--- src/rtl/jtag_ir_loader.sv ---
// rtl/jtag_ir_loader.sv - JTAG IR load initiator; optional post-reset TAP recovery via JTAG_IR_LOADER_TLR_EN
module jtag_ir_loader #(
    parameter int IR_WIDTH = 2,
    parameter int TCK_HALF = 2
) (
    input  logic                clk,
    input  logic                rst_n,
    input  logic [IR_WIDTH-1:0] instr,
    input  logic                instr_valid,
    output logic                instr_ready,
    output logic                busy,
    output logic [IR_WIDTH-1:0] capture,
    output logic                capture_valid,
    output logic                tck,
    output logic                tms,
    output logic                tdi,
    input  logic                tdo
);

    localparam int PW = (TCK_HALF > 1) ? $clog2(TCK_HALF) : 1;
    localparam int BW = (IR_WIDTH > 1) ? $clog2(IR_WIDTH) : 1;
    localparam logic [PW-1:0] PH_LAST  = PW'(TCK_HALF - 1);
    localparam logic [BW-1:0] BIT_LAST = BW'(IR_WIDTH - 1);

    typedef enum logic [3:0] {
        S_IDLE,
        S_SEL_DR,
        S_SEL_IR,
        S_CAPTURE,
        S_ENTER_SHIFT,
        S_SHIFT,
        S_UPDATE,
        S_RETURN,
        S_TLR_START,
        S_TLR
    } state_t;

    state_t              state_q, state_d;
    logic [PW-1:0]       phase_q, phase_d;
    logic [BW-1:0]       bit_q, bit_d;
    logic                tck_q, tck_d;
    logic                tms_q, tms_d;
    logic                tdi_q, tdi_d;
    logic [IR_WIDTH-1:0] instr_q, instr_d;
    logic [IR_WIDTH-1:0] shadow_q, shadow_d;
    logic [IR_WIDTH-1:0] capture_q, capture_d;
    logic                cv_q, cv_d;
`ifdef JTAG_IR_LOADER_TLR_EN
    logic [2:0]          tlr_q, tlr_d;
`endif

    // Remaining instruction bits after the current one, and shadow with tdo entering at the MSB
    logic [IR_WIDTH-1:0] instr_sh;
    logic [IR_WIDTH-1:0] shadow_in;
    assign instr_sh  = instr_q >> 1;
    assign shadow_in = (shadow_q >> 1) | (IR_WIDTH'(tdo) << (IR_WIDTH - 1));

    // Next-state: one TAP step per tck period; tms/tdi only move at the start of a low phase
    always_comb begin
        state_d   = state_q;
        phase_d   = phase_q;
        bit_d     = bit_q;
        tck_d     = tck_q;
        tms_d     = tms_q;
        tdi_d     = tdi_q;
        instr_d   = instr_q;
        shadow_d  = shadow_q;
        capture_d = capture_q;
        cv_d      = 1'b0;
`ifdef JTAG_IR_LOADER_TLR_EN
        tlr_d     = tlr_q;
`endif
        case (state_q)
            S_IDLE: begin
                if (instr_valid) begin
                    state_d = S_SEL_DR;
                    instr_d = instr;
                    phase_d = '0;
                    tck_d   = 1'b0;
                    tms_d   = 1'b1;
                    tdi_d   = 1'b0;
                end
            end
`ifdef JTAG_IR_LOADER_TLR_EN
            S_TLR_START: begin
                state_d = S_TLR;
                tlr_d   = 3'd0;
                phase_d = '0;
                tck_d   = 1'b0;
                tms_d   = 1'b1;
            end
`endif
            default: begin
                if (phase_q != PH_LAST) begin
                    phase_d = phase_q + 1'b1;
                end else begin
                    phase_d = '0;
                    if (!tck_q) begin
                        tck_d = 1'b1;
                        if (state_q == S_SHIFT) begin
                            shadow_d = shadow_in;
                        end
                    end else begin
                        tck_d = 1'b0;
                        tdi_d = 1'b0;
                        tms_d = 1'b0;
                        case (state_q)
                            S_SEL_DR: begin
                                state_d = S_SEL_IR;
                                tms_d   = 1'b1;
                            end
                            S_SEL_IR:  state_d = S_CAPTURE;
                            S_CAPTURE: state_d = S_ENTER_SHIFT;
                            S_ENTER_SHIFT: begin
                                state_d = S_SHIFT;
                                bit_d   = '0;
                                tdi_d   = instr_q[0];
                                tms_d   = (BIT_LAST == '0);
                            end
                            S_SHIFT: begin
                                if (bit_q == BIT_LAST) begin
                                    state_d = S_UPDATE;
                                    tms_d   = 1'b1;
                                end else begin
                                    bit_d   = bit_q + 1'b1;
                                    instr_d = instr_sh;
                                    tdi_d   = instr_sh[0];
                                    tms_d   = (bit_d == BIT_LAST);
                                end
                            end
                            S_UPDATE: state_d = S_RETURN;
                            S_RETURN: begin
                                state_d   = S_IDLE;
                                capture_d = shadow_q;
                                cv_d      = 1'b1;
                            end
`ifdef JTAG_IR_LOADER_TLR_EN
                            // Five tms=1 periods reach Test-Logic-Reset, the sixth (tms=0) parks in Run-Test/Idle
                            S_TLR: begin
                                if (tlr_q == 3'd5) begin
                                    state_d = S_IDLE;
                                end else begin
                                    tlr_d = tlr_q + 3'd1;
                                    tms_d = (tlr_q < 3'd4);
                                end
                            end
`endif
                            default: state_d = S_IDLE;
                        endcase
                    end
                end
            end
        endcase
    end

    // State register; reset abandons any sequence and discards partial capture data
    always_ff @(posedge clk or negedge rst_n) begin
        if (!rst_n) begin
`ifdef JTAG_IR_LOADER_TLR_EN
            state_q <= S_TLR_START;
            tlr_q   <= 3'd0;
`else
            state_q <= S_IDLE;
`endif
            phase_q   <= '0;
            bit_q     <= '0;
            tck_q     <= 1'b0;
            tms_q     <= 1'b0;
            tdi_q     <= 1'b0;
            instr_q   <= '0;
            shadow_q  <= '0;
            capture_q <= '0;
            cv_q      <= 1'b0;
        end else begin
`ifdef JTAG_IR_LOADER_TLR_EN
            tlr_q <= tlr_d;
`endif
            state_q   <= state_d;
            phase_q   <= phase_d;
            bit_q     <= bit_d;
            tck_q     <= tck_d;
            tms_q     <= tms_d;
            tdi_q     <= tdi_d;
            instr_q   <= instr_d;
            shadow_q  <= shadow_d;
            capture_q <= capture_d;
            cv_q      <= cv_d;
        end
    end

    assign instr_ready   = (state_q == S_IDLE);
    assign busy          = (state_q != S_IDLE) && (state_q != S_TLR_START);
    assign capture       = capture_q;
    assign capture_valid = cv_q;
    assign tck           = tck_q;
    assign tms           = tms_q;
    assign tdi           = tdi_q;

endmodule

--- config.mk ---
export PLATFORM = sky130hd
export DESIGN_NAME = jtag_ir_loader
export DESIGN_NICKNAME = d
export VERILOG_FILES = /design/src/rtl/jtag_ir_loader.sv
export SDC_FILE = /design/constraint.sdc
export NUM_CORES = 1
export LEC_CHECK = 0
export BUFFER_PORTS_ARGS = -buffer_cell sky130_fd_sc_hd__buf_2
export CAP_MARGIN = 10
export CORE_MARGIN = 2
export CORE_UTILIZATION = 35
export DETAILED_ROUTE_END_ITERATION = 8
export SYNTH_ARGS = -nofsm -noshare
export SYNTH_HDL_FRONTEND = slang
export SYNTH_SLANG_ARGS = --single-unit
export TNS_END_PERCENT = 50
--- constraint.sdc ---
create_clock -name clk -period 3.04 [get_ports clk]
set_clock_uncertainty 0.15 [all_clocks]
set_input_delay 0.304 -clock clk [delete_from_list [all_inputs] [get_ports clk]]
set_output_delay 0.304 -clock clk [all_outputs]
set_load 0.01 [all_outputs]
-- After elaboration in Yosys (flattened, before gate mapping)
Index checks and enable logic that the tools add are counted.
- add/sub/neg operators: 2
- multiply operators: 0
- divide/modulo/power cells: 0
- $lt $le $gt $ge: 0
- equal/unequal tests: 11
- shift-type cells: 0
- mux-type cells: 34
- bitwise logic cells: 3
- reductions and logical operators: 14
- operators with widths (operator ; count):
    one-hot mux 4 bit (6 select lines) ; 1
    two-way mux 4 bit ; 5
    two-way mux 1 bit ; 19
    equality test 4 x 3 -> 1 bit (second input constant) ; 4
    AND reduction 4 bit ; 4
    two-way mux 2 bit ; 6
    equality test 4 x 2 -> 1 bit (second input constant) ; 2
    nonzero test 2 bit ; 4
    one-hot mux 1 bit (2 select lines) ; 3
    AND reduction 5 bit ; 1
    equality test 4 x 1 -> 1 bit (second input constant) ; 1
    logical NOT 4 bit ; 1
    != test 2 bit (second input constant) ; 2
    != test 4 bit (second input constant) ; 1
    nonzero test 4 bit ; 1
    != test 3 bit (second input constant) ; 1
    AND reduction 3 bit ; 1
    adder 1 bit (second input constant) ; 2
    NOT 1 bit ; 2
    bitwise OR 1 x 2 -> 2 bit ; 1
    AND reduction 2 bit ; 1
    logical AND 1 bit ; 1
- register bits after elaboration: 16
- latch bits: 0
- RAM bits: 0
- bits in read-only memories: 0
- input port bits: 6
- output and inout port bits: 8
- logic and storage cells: 74
- memories kept: 0

-- Logic depth before layout (Yosys ltp)
- depth in word-level cells: 6
- mapped depth: 6

-- Worst setup path after synthesis
OpenSTA, ideal clock, no wires.
- path kind: flip-flop to flip-flop
- from: reg state_q[2]
- to: reg instr_q[1]
- setup time: 0.122 ns
- arrival time: 1.295 ns
- data required time: 2.768 ns
- setup slack: 1.474 ns
- cell stages (with the launch flop): 6
- path buffers: 1
- cells stage by stage: dfrtp_1 buf_4 or3_4 clkinv_2 o21bai_1 a32o_1
- cells in the longest elaborated chain, start to end: 3
- elaborated cells between the ends (all ways): 9
- ends and longest elaborated chain (element ; RTL line ; source):
    start, declared ; 38 ; state_t state_q, state_d;
    start signal, assigned ; 178 ; state_q <= state_d;
    logical NOT 4 bit (*) ; - ;
    named net instr_ready ; 10 ; output logic instr_ready,
    != test 2 bit (no line) / nonzero test 2 bit (equally long branches) ; - ;
    AND reduction 5 bit (no line) ; - ;
    end signal, assigned ; 184 ; instr_q <= instr_d;
    end, declared ; 44 ; logic [IR_WIDTH-1:0] instr_q, instr_d;
The timed path passes the listed nets; every way through them passes the cells marked *.
A chain may end at the register's enable or synchronous reset.

-- Worst setup path after layout
- from: reg state_q[2]
- to: out instr_ready
- cells in the longest elaborated chain, start to end: 1
- ends and longest elaborated chain (element ; RTL line ; source):
    logical NOT 4 bit ; 191 ; assign instr_ready = (state_q == S_IDLE);
    end, declared ; 10 ;
Every way passes these cells.

==> flow_summary_export.csv <==
group,metric,value,unit
clock_tree,clk_pin_slew,0.09,ns
logic_synthesis,ys_top_cells_by_area,"dfrtp_1 (50%), o21ai_0 (4.7%), nand2_1 (4.5%), mux2_2 (4.5%), mux2_4 (4.0%)",
routing,vias,573,
routing,drt_pass1_iterations,4,
clock_tree,cts.htree.levels,1,
timing,whs,0.0979,ns
timing,worstMarginPinSlew,0.337,ns
critical_path,endpoint_kind,"primary output",
floorplan,rows,16,
logic_synthesis,synthesis.area,744,sq um
logic_synthesis,async_reset_ff_share,100,%
min_path,hp-start,"tdo",
clock_tree,clock-sinks,15,
floorplan,io_pins,14,
floorplan,initial_utilization,37.6,%
power,cellPowerDensity,996,mW/mm^2
routing,ant_nets,0,
timing,setup_viol,0,
timing,slew_viol_final,0,
routing,vias_per_cell,5.03,
critical_path,setup.worst_path.start,"state_q[2]",
critical_path,r2r_end,"shadow_q[0]",
logic_synthesis,syn_area_per_cell,10.5,sq um
logic_synthesis,yosys.area.top_type_share,50.4,%
timing,fmax,510,MHz
grt,grt_use_total,12.6,%
timing,relSlewSlack,77.5,%
logic_synthesis,synth_warnings,0,
final_layout,fin_nets,94,
clock_tree,cts_tree,"yes",
grt,met1_usage,18.0,%
critical_path,path_class,"reg -> out",
final_layout,finalInstanceArea,868,sq um
final_layout,drive_gt1_share,32.2,%
final_layout,fillCellCount,196,
floorplan,die_w,50.1,um
critical_path,worstSetupStartpointType,"register",
final_layout,register_area,375,sq um
floorplan,core_area,0.00198,sq mm
grt,met2_usage,18.6,%
power,total_power,865,uW
status,outcome,"complete, no violations",
logic_synthesis,ys.flop_type,"dfrtp_1",
placement,routabilityCongestion,0.729,
clock_tree,clk_root_buffer_cell,"clkbuf_4",
clock_tree,clk_latency,0.29,ns
final_layout,layout_commonest_cell,"dfrtp_1",
logic_synthesis,synth-seq-cells,15,
placement,dp_hpwl,1050,um
grt,grt_pass1_wl,2440,um
critical_path,cp.required,2.59,ns
grt,globalRouteMet3Util,2.73,%
routing,drcViolationCount,0,
timing,rsz0062_at_grt,"false",
floorplan,dieHeight,50.1,um
final_layout,multi_input_area,342,sq um
critical_path,r2r_cells,3,
min_path,hold_path_class,"in -> reg",
run,max_cap_violations,0,
power,max-vdd-ir-drop,0.531,mV
critical_path,worstPathArrival,1.51,ns
final_layout,final_cell_mix,"dfrtp_1 (15), buf_2 (13), nand2_1 (9)",
critical_path,crit_fanout,10,
min_path,hold_end,"shadow_q[1]",
placement,place_area,832,sq um
logic_synthesis,yosysTopAreaCell,"dfrtp_1",
floorplan,die-area,0.00251,sq mm
timing,post-route-period-util,64.4,%
logic_synthesis,synth_cell_type_count,32,
critical_path,r2r-start,"state_q[1]",
final_layout,diodes,0,
min_path,holdPathStages,2,
routing,wl_per_cell,12.5,um
logic_synthesis,syn_nets,77,
logic_synthesis,synth_cells,71,
routing,wirelength,1430,um
placement,portBuffers,13,
final_layout,postLayoutCoreUtil,43.8,%
routing,first_iter_violations,8,
grt,antenna_found_initial,0,
grt,grt_overflow,0,
grt,grt_busiest_layer,"met2",
timing,finalSetupTns,0,ns
clock_tree,clock_path_buffers,2,
timing,final_hold_viol_count,0,
power,leakage,0.403,nW
timing,period_needed,1.96,ns
critical_path,reg2reg_slack,1.35,ns
clock_tree,cts_made_buffers,3,
final_layout,area_delta_synth_final,16.6,%
grt,grt_max_degree,16,
logic_synthesis,seq_area_frac_synth,50.4,%
logic_synthesis,synth_edf_count,0,
grt,grt_pass1_vias,565,
-- report_power, final --
| part | leakage [nW] | switching (mW) | internal, mW | total [mW] |
|---|---|---|---|---|
| sequential | 0.178 | 0.0989 | 0.293 | 0.391 |
| clock | 0.0150 | 0.0647 | 0.0510 | 0.116 |
| combinational | 0.210 | 0.178 | 0.180 | 0.358 |
| total | 0.403 | 0.342 | 0.523 | 0.865 |
-- cell type report --
type / instances / share of cell area [%]
Sequential cell: 15 / 43.2
Multi-Input combinational cell: 50 / 39.3
Timing Repair Buffer: 14 / 8.65
Tap cell: 27 / 3.89
Clock buffer: 4 / 3.03
Inverter: 4 / 1.87
-- routing by layer --
| metal | vias up | share of wire [%] |
|---|---|---|
| met5 | - | 0 |
| met2 | 7 | 46 |
| met1 | 279 | 50 |
| li1 | 285 | - |
| met3 | 2 | 2.7 |
| met4 | 0 | 0.70 |
-- registers in the layout, indices dropped and copies added (netlist names) --
| signal | flops |
|---|---|
| tck | 1 |
| shadow_q | 2 |
| phase_q | 1 |
| state_q | 3 |
| capture | 2 |
| bit_q | 1 |
| instr_q | 2 |
| capture_valid | 1 |
| tms | 1 |
| tdi | 1 |
-- worst max path at each step --
stage	to	slack, ns	cells after the start
floorplan	instr_q[1]	1.47	5
global placement	shadow_q[1]	1.40	3
detailed placement	shadow_q[1]	1.37	3
CTS	instr_ready	1.08	3
global route	instr_ready	1.02	3
finish	instr_ready	1.08	3
-- logic make-up (layout without fill, tap and decap cells) --
family          Yosys count  in the layout  synth area share [%]
buf+inv                   6             22                  3.70
flops                    15             15                  50.4
mux                       5              5                  8.57
compound gates           19             19                  16.6
simple gates             25             25                  19.5
xor+xnor                  1              1                  1.18
-- synth_stat cells, types with 2 or more instances --
library cell  instances
nand2_1               9
nor2_1                3
a21oi_1               2
or3_4                 2
nor2_2                2
o21ai_0               7
mux2_4                2
nand2b_1              3
inv_1                 2
dfrtp_1              15
mux2_2                3
-- stage by stage --
step,cells,worst slack (ns)
6_report,114,1.08
3_5_place_dp,109,1.37
4_1_cts,114,1.08
2_1_floorplan,71,1.47
3_3_place_gp,109,1.40
5_1_grt,114,1.02
-- worst max-delay path, stage by stage (launching register included) --
cell and delay (ns):
dfrtp_1 0.50, or3_4 0.46, clkinv_2 0.11, buf_2 0.14
-- repair_timing --
action	CTS	global route
resized for setup	0	0
hold buffers	1	0
endpoints found under the hold margin	15	0
buffers inserted	0	0
Note: power is estimated with default switching activity, not from simulation.
